## config.mk

```make
export PLATFORM = sky130hd
export DESIGN_NAME = tlb_request_arbiter
export DESIGN_NICKNAME = d
export VERILOG_FILES = /design/src/rtl/tlb_request_arbiter_pkg.sv /design/src/rtl/tlb_request_arbiter_prio.sv /design/src/rtl/tlb_request_arbiter.sv
export SDC_FILE = /design/constraint.sdc
export NUM_CORES = 1
export LEC_CHECK = 0
export ABC_CLOCK_PERIOD_IN_PS = 1900
export BUFFER_PORTS_ARGS = -buffer_cell sky130_fd_sc_hd__buf_2
export CORE_AREA = 2 2 119 121
export CTS_CLUSTER_DIAMETER = 120
export DETAILED_ROUTE_END_ITERATION = 12
export DIE_AREA = 0 0 121 123
export HOLD_SLACK_MARGIN = 0.12
export MAX_ROUTING_LAYER = met4
export PLACE_DENSITY = 0.58
export SETUP_SLACK_MARGIN = 0.1
export SYNTH_ARGS = -nofsm -noshare
export SYNTH_HDL_FRONTEND = slang
export SYNTH_SLANG_ARGS = --single-unit
```

## constraint.sdc

```tcl
create_clock -name clk -period 1.9 [get_ports clk]
set_clock_uncertainty 0.05 [all_clocks]
set_input_delay 0.19 -clock clk [delete_from_list [all_inputs] [get_ports clk]]
set_output_delay 0.19 -clock clk [all_outputs]
set_load 0.02 [all_outputs]
```

## src/rtl/tlb_request_arbiter_pkg.sv

```systemverilog
// Shared definitions for the TLB request arbiter.
//   - arb_state_t : arbiter FSM states (idle / busy / drain)
//   - REQ_*       : request type codes driven on tlb_req_type
//   - grant_to_type: maps a one-hot grant vector {write, read, code} to a type code
package tlb_request_arbiter_pkg;

    typedef enum logic [1:0] {
        ST_IDLE  = 2'd0,
        ST_BUSY  = 2'd1,
        ST_DRAIN = 2'd2
    } arb_state_t;

    localparam logic [1:0] REQ_CODE  = 2'd0;
    localparam logic [1:0] REQ_READ  = 2'd1;
    localparam logic [1:0] REQ_WRITE = 2'd2;

    // Grant vector bit order: [2] write, [1] read, [0] code.
    function automatic logic [1:0] grant_to_type(input logic [2:0] grant);
        logic [1:0] req_type;
        case (grant)
            3'b100:  req_type = REQ_WRITE;
            3'b010:  req_type = REQ_READ;
            3'b001:  req_type = REQ_CODE;
            default: req_type = REQ_CODE;
        endcase
        return req_type;
    endfunction

endpackage

```

## src/rtl/tlb_request_arbiter_prio.sv

```systemverilog
// Combinational 3-way priority select for the TLB port.
// Ports:
//   code_eligible / read_eligible / write_eligible : qualified requests
//   starve_hit : code has been passed over the limit number of times
//   grant      : one-hot {write, read, code}, all-zero when nothing is eligible
module tlb_request_prio (
    input  logic       code_eligible,
    input  logic       read_eligible,
    input  logic       write_eligible,
    input  logic       starve_hit,
    output logic [2:0] grant
);

    // Fixed priority write > read > code, with the starvation override on top.
    always_comb begin
        grant = 3'b000;
        if (code_eligible && starve_hit) begin
            grant = 3'b001;
        end else if (write_eligible) begin
            grant = 3'b100;
        end else if (read_eligible) begin
            grant = 3'b010;
        end else if (code_eligible) begin
            grant = 3'b001;
        end else begin
            grant = 3'b000;
        end
    end

endmodule

```

## src/rtl/tlb_request_arbiter.sv

```systemverilog
// Shares the single TLB lookup port between code fetch, data read and data
// write. Arbitrates in IDLE, holds the latched request on the TLB port until
// tlb_resp_done, and routes the response (same cycle) to the winner only.
// A code lookup withdrawn by pr_reset (or by the prefetcher dropping its
// request) is drained: the TLB still completes it, the result is discarded.
// Ports:
//   clk, rst_n                 : clock, asynchronous active-low reset
//   pr_reset                   : prefetch flush, cancels code requests
//   tlbcoderequest_* / tlbcode_*   : code requester and its response
//   tlbread_* / tlbwrite_*     : data read / write requesters and responses
//   tlb_req_*                  : latched request towards the TLB
//   tlb_resp_*                 : TLB response
module tlb_request_arbiter
    import tlb_request_arbiter_pkg::*;
#(
    parameter int CODE_STARVE_LIMIT = 4
) (
    input  logic        clk,
    input  logic        rst_n,
    input  logic        pr_reset,
    input  logic        tlbcoderequest_do,
    input  logic [31:0] tlbcoderequest_address,
    input  logic        tlbcoderequest_su,
    output logic        tlbcode_do,
    output logic [31:0] tlbcode_linear,
    output logic [31:0] tlbcode_physical,
    output logic        tlbcode_cache_disable,
    input  logic        tlbread_do,
    input  logic [31:0] tlbread_address,
    input  logic        tlbread_su,
    output logic        tlbread_done,
    output logic [31:0] tlbread_physical,
    output logic        tlbread_cache_disable,
    output logic        tlbread_fault,
    input  logic        tlbwrite_do,
    input  logic [31:0] tlbwrite_address,
    input  logic        tlbwrite_su,
    output logic        tlbwrite_done,
    output logic [31:0] tlbwrite_physical,
    output logic        tlbwrite_cache_disable,
    output logic        tlbwrite_fault,
    output logic        tlb_req_do,
    output logic [1:0]  tlb_req_type,
    output logic [31:0] tlb_req_address,
    output logic        tlb_req_su,
    input  logic        tlb_resp_done,
    input  logic [31:0] tlb_resp_physical,
    input  logic        tlb_resp_cache_disable,
    input  logic        tlb_resp_fault
);

    localparam logic [2:0] STARVE_LIMIT_C = 3'(CODE_STARVE_LIMIT);

    arb_state_t  state_r;
    logic [1:0]  owner_r;
    logic [31:0] addr_r;
    logic        su_r;
    logic        req_do_r;
    logic [2:0]  starve_r;

    logic        code_eligible_s;
    logic        starve_hit_s;
    logic [2:0]  grant_s;
    logic [31:0] sel_addr_s;
    logic        sel_su_s;
    logic        code_withdraw_s;
    logic        deliver_s;

    assign code_eligible_s = tlbcoderequest_do & ~pr_reset;
    assign starve_hit_s    = (starve_r == STARVE_LIMIT_C);
    // A code owner that flushes or drops its request no longer wants the result.
    assign code_withdraw_s = (owner_r == REQ_CODE) & (pr_reset | ~tlbcoderequest_do);
    assign deliver_s       = (state_r == ST_BUSY) & tlb_resp_done & ~code_withdraw_s;

    tlb_request_prio u_prio (
        .code_eligible  (code_eligible_s),
        .read_eligible  (tlbread_do),
        .write_eligible (tlbwrite_do),
        .starve_hit     (starve_hit_s),
        .grant          (grant_s)
    );

    // Address/su of the arbitration winner, latched on the grant.
    always_comb begin
        sel_addr_s = 32'd0;
        sel_su_s   = 1'b0;
        case (grant_s)
            3'b100: begin
                sel_addr_s = tlbwrite_address;
                sel_su_s   = tlbwrite_su;
            end
            3'b010: begin
                sel_addr_s = tlbread_address;
                sel_su_s   = tlbread_su;
            end
            3'b001: begin
                sel_addr_s = tlbcoderequest_address;
                sel_su_s   = tlbcoderequest_su;
            end
            default: begin
                sel_addr_s = 32'd0;
                sel_su_s   = 1'b0;
            end
        endcase
    end

    // Arbiter FSM, latched request and code starvation counter.
    always_ff @(posedge clk or negedge rst_n) begin
        if (!rst_n) begin
            state_r  <= ST_IDLE;
            owner_r  <= 2'd0;
            addr_r   <= 32'd0;
            su_r     <= 1'b0;
            req_do_r <= 1'b0;
            starve_r <= 3'd0;
        end else begin
            case (state_r)
                ST_IDLE: begin
                    if (|grant_s) begin
                        owner_r  <= grant_to_type(grant_s);
                        addr_r   <= sel_addr_s;
                        su_r     <= sel_su_s;
                        req_do_r <= 1'b1;
                        state_r  <= ST_BUSY;
                    end else begin
                        req_do_r <= 1'b0;
                    end
                    if (!code_eligible_s || grant_s[0]) begin
                        starve_r <= 3'd0;
                    end else if ((|grant_s[2:1]) && (starve_r != 3'd7)) begin
                        starve_r <= starve_r + 3'd1;
                    end else begin
                        starve_r <= starve_r;
                    end
                end
                ST_BUSY: begin
                    // The lookup is never abandoned; a withdrawn code lookup
                    // keeps tlb_req_do high until the TLB answers.
                    if (tlb_resp_done) begin
                        req_do_r <= 1'b0;
                        state_r  <= ST_IDLE;
                    end else if (code_withdraw_s) begin
                        state_r  <= ST_DRAIN;
                    end else begin
                        state_r  <= ST_BUSY;
                    end
                end
                ST_DRAIN: begin
                    if (tlb_resp_done) begin
                        req_do_r <= 1'b0;
                        state_r  <= ST_IDLE;
                    end else begin
                        state_r  <= ST_DRAIN;
                    end
                end
                default: begin
                    req_do_r <= 1'b0;
                    state_r  <= ST_IDLE;
                end
            endcase
        end
    end

    assign tlb_req_do      = req_do_r;
    assign tlb_req_type    = owner_r;
    assign tlb_req_address = addr_r;
    assign tlb_req_su      = su_r;

    // Same-cycle response routing; buses of non-addressed requesters read 0.
    always_comb begin
        tlbcode_do             = 1'b0;
        tlbcode_linear         = 32'd0;
        tlbcode_physical       = 32'd0;
        tlbcode_cache_disable  = 1'b0;
        tlbread_done           = 1'b0;
        tlbread_physical       = 32'd0;
        tlbread_cache_disable  = 1'b0;
        tlbread_fault          = 1'b0;
        tlbwrite_done          = 1'b0;
        tlbwrite_physical      = 32'd0;
        tlbwrite_cache_disable = 1'b0;
        tlbwrite_fault         = 1'b0;
        if (deliver_s) begin
            case (owner_r)
                REQ_CODE: begin
                    tlbcode_do            = 1'b1;
                    tlbcode_linear        = addr_r;
                    tlbcode_physical      = tlb_resp_physical;
                    tlbcode_cache_disable = tlb_resp_cache_disable;
                end
                REQ_READ: begin
                    tlbread_done          = 1'b1;
                    tlbread_physical      = tlb_resp_physical;
                    tlbread_cache_disable = tlb_resp_cache_disable;
                    tlbread_fault         = tlb_resp_fault;
                end
                REQ_WRITE: begin
                    tlbwrite_done          = 1'b1;
                    tlbwrite_physical      = tlb_resp_physical;
                    tlbwrite_cache_disable = tlb_resp_cache_disable;
                    tlbwrite_fault         = tlb_resp_fault;
                end
                default: begin
                    tlbcode_do = 1'b0;
                end
            endcase
        end else begin
            tlbcode_do = 1'b0;
        end
    end

endmodule

```

# Word level (Yosys, flattened, before mapping)
# Index checks and enable logic that the tools add are counted.
dict set report op_classes {
  eq_ne 11
  n_reduce_logical 12
  mux 41
  bitwise 8
  add_sub_neg 1
}
# operator n
set ops {}
lappend ops {{$mux W32} 8}
lappend ops {{$pmux W32 S3} 1}
lappend ops {{$mux W1} 19}
lappend ops {{$mux W3} 5}
lappend ops {{$mux W2} 4}
lappend ops {{$eq A3 B3 Y1 const B} 2}
lappend ops {{$pmux W2 S3} 1}
lappend ops {{$and A1 B1 Y1} 4}
lappend ops {{$eq A2 B1 Y1 const B} 2}
lappend ops {{$eq A2 B2 Y1 const B} 2}
lappend ops {{$logic_not A2 Y1} 2}
lappend ops {{$pmux W2 S2} 1}
lappend ops {{$reduce_and A2 Y1} 2}
lappend ops {{$reduce_or A2 Y1} 2}
lappend ops {{$add A3 B1 Y3 const B} 1}
lappend ops {{$eq A3 B1 Y1 const B} 1}
lappend ops {{$eq A3 B2 Y1 const B} 1}
lappend ops {{$ne A3 B3 Y1 const B} 1}
lappend ops {{$not A1 Y1} 3}
lappend ops {{$pmux W1 S3} 1}
lappend ops {{$reduce_or A3 Y1} 1}
lappend ops {{$logic_and A1 B1 Y1} 2}
lappend ops {{$ne A2 B1 Y1 const B} 1}
lappend ops {{$ne A2 B2 Y1 const B} 1}
lappend ops {{other kinds (5)} 5}
dict set report word_totals {
  wordCells 79
  regBits 41
}

# Logic depth before layout (Yosys ltp)
dict set report depth {
  depth_word 10
  depth_mapped 7
}

# Cells and area by module
# A second synthesis with hierarchy kept.
dict set report unflattened {
  cells_unflattened 467
  hier_area_um2 3488.3
}
# mod cells_per_inst area_per_inst_um2 n_inst
set by_module_without_submodules {}
lappend by_module_without_submodules {tlb_request_arbiter 462 3449.6 1}
lappend by_module_without_submodules {tlb_request_prio 5 38.8 1}

# Worst setup path before layout
# OpenSTA, ideal clock, no wires.
dict set report synth_path {
  kind {flip-flop to output port}
  start {reg state_r[1]}
  end {out tlbcode_linear[22]}
  path_stages_with_launch 7
  t_arrival_ps 1654
  slack_ps 6
  cell_sequence {dfrtp_1 inv_1 ha_1 nand2_1 nor4_4 clkbuf_1 and2_1}
}
dict set report synth_between {
  elab_chain_cells 4
}
# item line_no
set synth_rtl {}
lappend synth_rtl {{start, declared} tlb_request_arbiter.sv:54} ;# arb_state_t state_r;
lappend synth_rtl {{start signal, assigned} tlb_request_arbiter.sv:110} ;# state_r <= ST_IDLE;
lappend synth_rtl {{start signal, assigned} tlb_request_arbiter.sv:124} ;# state_r <= ST_BUSY;
lappend synth_rtl {{start signal, assigned} tlb_request_arbiter.sv:141} ;# state_r <= ST_IDLE;
lappend synth_rtl {{$eq A2 B1 Y1} tlb_request_arbiter.sv:73} ;# assign deliver_s = (state_r == ST_BUSY) & tlb_resp_done & ~code_withdraw_s;
lappend synth_rtl {{$and A1 B1 Y1 (2 in series)} tlb_request_arbiter.sv:73}
lappend synth_rtl {{$mux W32} tlb_request_arbiter.sv:183} ;# if (deliver_s) begin
lappend synth_rtl {{end, declared} tlb_request_arbiter.sv:25} ;# output logic [31:0] tlbcode_linear,
# No other way between the ends.

# Worst setup path after layout
dict set report layout_path {
  start {reg state_r[1]}
  end {out tlbread_physical[10]}
}
dict set report layout_between {
  elab_chain_cells 4
}
# item line_no
set layout_rtl {}
lappend layout_rtl {{$eq A2 B1 Y1} tlb_request_arbiter.sv:73}
lappend layout_rtl {{$and A1 B1 Y1 (2 in series)} tlb_request_arbiter.sv:73}
lappend layout_rtl {{$mux W32} tlb_request_arbiter.sv:183}
lappend layout_rtl {{end, declared} tlb_request_arbiter.sv:32} ;# output logic [31:0] tlbread_physical,
# No other way between the ends.

==> results.md <==
- In this run the worst hold path is classified as input pin to flip-flop.
- Leaving out fill and tap cells, the most frequent cells in the layout are sky130_fd_sc_hd__buf_2, sky130_fd_sc_hd__buf_6, sky130_fd_sc_hd__and2_4, sky130_fd_sc_hd__nor2_1, sky130_fd_sc_hd__dfrtp_1.
- In this run the static leakage power is between 0.003 and 0.004 µW.
- The largest fanout of any net on the critical path is 9.
- Across all hold checks on the routed design, the worst slack comes to roughly 120 ps.
- The first detailed-routing pass ran for 4 iterations.
- The total count of max-transition violations in the final report is 0.
- Dividing the detail-routed wire length by the instance count gives approximately 19 µm.
- The max-cap violation count is 0.
- The die is 123 µm tall.
- The number of global-route vias before repair was around 4200.
- At the end of the flow, the number of nets in the layout was slightly below 900.
- The number of primary I/O pins is between 300 and 400.
- The synthesized netlist occupies a cell area of around 3400 µm².
- The aggregate negative setup slack is -21090 ps.
- The worst setup path is captured at a primary output.
- The die covers approximately 15000 µm².
- Setup repair after global routing could not meet its margin everywhere.
- The HPWL after detailed placement is approximately 11000 µm.
- The synthesized-area fraction occupied by ao, oa, aoi and oai cells is a little over a fifth.
- For this run, design rule violations remaining after detail routing come to 0.
- Dividing the synthesized area by the synthesized cell count gives around 8.8 µm².
- The total area inside the core boundary comes to roughly 14000 µm².
- The CTS sink count is 41.
- Once layout is done, the placed cells without fillers occupy 7110 µm².
- The total nets after synthesis is between 500 and 600.
- The weighted congestion reported at the end of routability-driven placement is ~0.80.
- The worst path setup slack after routing is -208 ps.
- The width of the chip is roughly 120 µm.
- After technology mapping, the gate count stands at approximately 380.
- Compared with the post-synthesis result, the final layout area differs by 111%.
- The number of antenna violations at the first check in global routing is 1.
- The routed design has about 18000 µm of wire.
- The xor and xnor fraction of the mapped netlist area is 0%.
- STA puts the critical path data arrival time at 1870 ps.
- The kind of start point of the critical path is a flip-flop.
- The number of vias after detailed routing is 4508.
- The placed instances occupy a cell area of 5260 µm².
- The final reports fail on setup timing.
- The number of failing hold endpoints at the final stage is 0.
- Across the VDD grid, the largest voltage drop is about 0.00048 V.
- The worst setup path is of the flip-flop to primary output kind.
- In this run, the number of DRC markers left after iteration 0 of detailed routing was 208.
- The flow ran to the end, but the final reports show violations.
- The first global-routing pass estimated ~23000 µm of wire.
- The post-synthesis simple-gate area fraction is a little under two fifths.
- The minimum clock period after layout is about 2100 ps.
- The data required time at the worst endpoint is ~1700 ps.
- The initial core utilization is approximately 25%.
- The total CTS buffers is 5.
- In the finished design, the share of the clock period the worst path needs comes to 111%.
- The overall routing resource usage is 20.8%.
- The clock reaches the later pin of the worst-skew pair after 290 ps.
- The synthesized design contains a little over 40 register bits.
- Measured against its own limit, the worst slew margin works out to a little over three fifths.
- The root buffer cell chosen for the clock tree is sky130_fd_sc_hd__clkbuf_16.
- After clock tree synthesis, the clock-pin slew on the worst setup and hold paths is 60 ps.
- Measured against the total synthesized area, the mux share comes to 0.334%.
- Once detail routing completed, the nets flagged for antenna violations numbered 0.
- Derived from the worst setup path, the maximum achievable clock frequency is 474 MHz.
- Setup violations remaining at the end of the flow were counted as roughly 140.
- After synthesis, the netlist uses 38 different library cells.
- By area, the combinational part of the netlist is dominated by simple AND/OR/NAND/NOR gates.
- The most common cell after layout, fill and taps aside is sky130_fd_sc_hd__buf_2.
- Entering global routing, the biggest net connects 36 pins.
- The number of vias per cell after detailed routing is slightly below 5.
- The total power is between 6000 and 7000 µW.
- For the pin with the worst max-slew slack, the measured transition is between 500 and 600 ps.
- The H-tree was split into 2 levels.
- The sum of overflow across all layers after global routing is 0.
- The number of buffers on the longest clock path is 2.
- Summing the areas of all fa, ha and maj instances in the mapped netlist gives under 10% of the synthesized area.
- The number of warnings issued by yosys is 0.
- For this design the ratio of total power to cell area is 958 nW/µm².
- After synthesis, flip-flops and latches occupy between 30 and 40% of the total area.
- The total number of placement rows is 43.
- TritonCTS built the clock tree.
- The proportion of layout cells with a drive suffix above 1 is about two thirds.
- Port buffering added about 310 buffers.
-- synthesized netlist by cell type --
cell type / count / area [µm²]
sky130_fd_sc_hd__a31oi_1: 2 / 12.5
sky130_fd_sc_hd__o21ai_0: 5 / 25.0
sky130_fd_sc_hd__a21o_1: 1 / 7.51
sky130_fd_sc_hd__o31ai_4: 1 / 21.3
sky130_fd_sc_hd__clkbuf_2: 4 / 20.0
sky130_fd_sc_hd__a22oi_1: 17 / 128
sky130_fd_sc_hd__and2b_1: 1 / 7.51
sky130_fd_sc_hd__dfrtp_1: 41 / 1030
sky130_fd_sc_hd__a221oi_1: 1 / 8.76
sky130_fd_sc_hd__o41ai_1: 1 / 8.76
sky130_fd_sc_hd__and2_1: 133 / 832
sky130_fd_sc_hd__clkbuf_1: 11 / 41.3
sky130_fd_sc_hd__a31o_2: 1 / 8.76
sky130_fd_sc_hd__nor4b_1: 2 / 17.5
sky130_fd_sc_hd__and2_4: 1 / 8.76
sky130_fd_sc_hd__and3_1: 2 / 12.5
sky130_fd_sc_hd__mux2_2: 1 / 11.3
sky130_fd_sc_hd__nand2_1: 15 / 56.3
sky130_fd_sc_hd__a221oi_2: 19 / 285
sky130_fd_sc_hd__nand4b_1: 1 / 8.76
sky130_fd_sc_hd__nand2b_4: 1 / 13.8
sky130_fd_sc_hd__nor2b_4: 1 / 13.8
sky130_fd_sc_hd__ha_1: 7 / 87.6
sky130_fd_sc_hd__nand3_1: 9 / 45.0
sky130_fd_sc_hd__nor3b_4: 2 / 37.5
sky130_fd_sc_hd__inv_1: 5 / 18.8
sky130_fd_sc_hd__a32o_1: 1 / 10.0
sky130_fd_sc_hd__buf_6: 6 / 67.6
sky130_fd_sc_hd__a21oi_1: 1 / 5.00
sky130_fd_sc_hd__nand4_1: 9 / 56.3
sky130_fd_sc_hd__buf_4: 5 / 37.5
sky130_fd_sc_hd__o31a_1: 1 / 8.76
sky130_fd_sc_hd__a22o_1: 22 / 193
sky130_fd_sc_hd__nor2_1: 41 / 154
sky130_fd_sc_hd__o31ai_1: 1 / 7.51
sky130_fd_sc_hd__buf_2: 8 / 40.0
sky130_fd_sc_hd__o2bb2ai_1: 1 / 8.76
sky130_fd_sc_hd__nor4_4: 1 / 21.3
-- final cells by class --
type                            count  area [µm²]
Inverter                            5        18.8
Timing Repair Buffer              379        3240
Fill cell                        1220        6500
Multi-Input combinational cell    303        2420
Clock buffer                        7         143
Antenna cell                        2        5.00
Tap cell                          180         225
Sequential cell                    41        1030
Clock inverter                      1        30.0
-- logic make-up (layout without fill, tap and decap cells) --
kind of cell               count (synthesis)  after routing
DFF                                       41             41
AOI/OAI and AO/OA                         75             75
adders and majority gates                  7              7
muxes                                      1              1
buffers and inverters                     39            392
other                                      0              2
and+or+nand+nor                          219            220
-- metal layers --
layer | wire length [µm] | up-vias | track usage (%)
met5 | 0 | - | -
met4 | 526 | 0 | 7.19
met3 | 1190 | 39 | 3.83
met2 | 9540 | 261 | 38.7
met1 | 6360 | 2175 | 21.9
li1 | - | 2033 | -
-- flip-flops by register name, summed over array words and instances (netlist names) --
name,cells
starve_r,3
state_r,2
tlb_req_address,32
tlb_req_do,1
tlb_req_su,1
tlb_req_type,2
-- critical path, cell delays in order (launching register included) --
cell and delay (ps):
sky130_fd_sc_hd__dfrtp_1 400, sky130_fd_sc_hd__inv_2 90, sky130_fd_sc_hd__ha_4 140, sky130_fd_sc_hd__nand2_4 60, sky130_fd_sc_hd__buf_12 130, sky130_fd_sc_hd__nor3b_4 160, sky130_fd_sc_hd__buf_6 170, sky130_fd_sc_hd__clkbuf_16 160
sky130_fd_sc_hd__and2_2 150, sky130_fd_sc_hd__buf_6 110
-- worst paths after layout --
check                      depth (start not counted)                              end  slack, ps                      start
max                                                9             tlbread_physical[10]       -210     state_r[1]$_DFFE_PN0P_
min                                                3   tlb_req_address[0]$_DFFE_PN0P_        120  tlbcoderequest_address[0]
max reg2reg                                        7  tlb_req_address[10]$_DFFE_PN0P_        190     state_r[1]$_DFFE_PN0P_
min reg2reg                                        2           tlb_req_su$_DFFE_PN0P_        460     tlb_req_su$_DFFE_PN0P_
max in group asynchronous                          3  tlb_req_address[29]$_DFFE_PN0P_        900                      rst_n
min in group asynchronous                          2  tlb_req_address[11]$_DFFE_PN0P_        380                      rst_n
-- report_power, final --
part,internal (µW),switching (µW)
clock,657,349
combinational,1830,2250
sequential,1300,418
total,3790,3010
-- through the flow --
stage	std cells	worst slack (ps)	util, %
2_1_floorplan	382	100	-
3_3_place_gp	857	39.1	38.6
3_5_place_dp	857	-7.83	38.6
4_1_cts	907	-219	47.9
5_1_grt	917	-265	52.2
6_report	918	-208	52.2
-- what timing repair did --
action / 4_1_cts / 5_1_grt
pin swaps: 7 / 32
endpoints found under the hold margin: 42 / 0
resized for setup: 201 / 165
cloned: 5 / 6
hold buffers: 32 / 0
endpoints found under the setup margin: 136 / 151
buffers inserted: 5 / 3
Note: power is estimated with default switching activity, not from simulation.
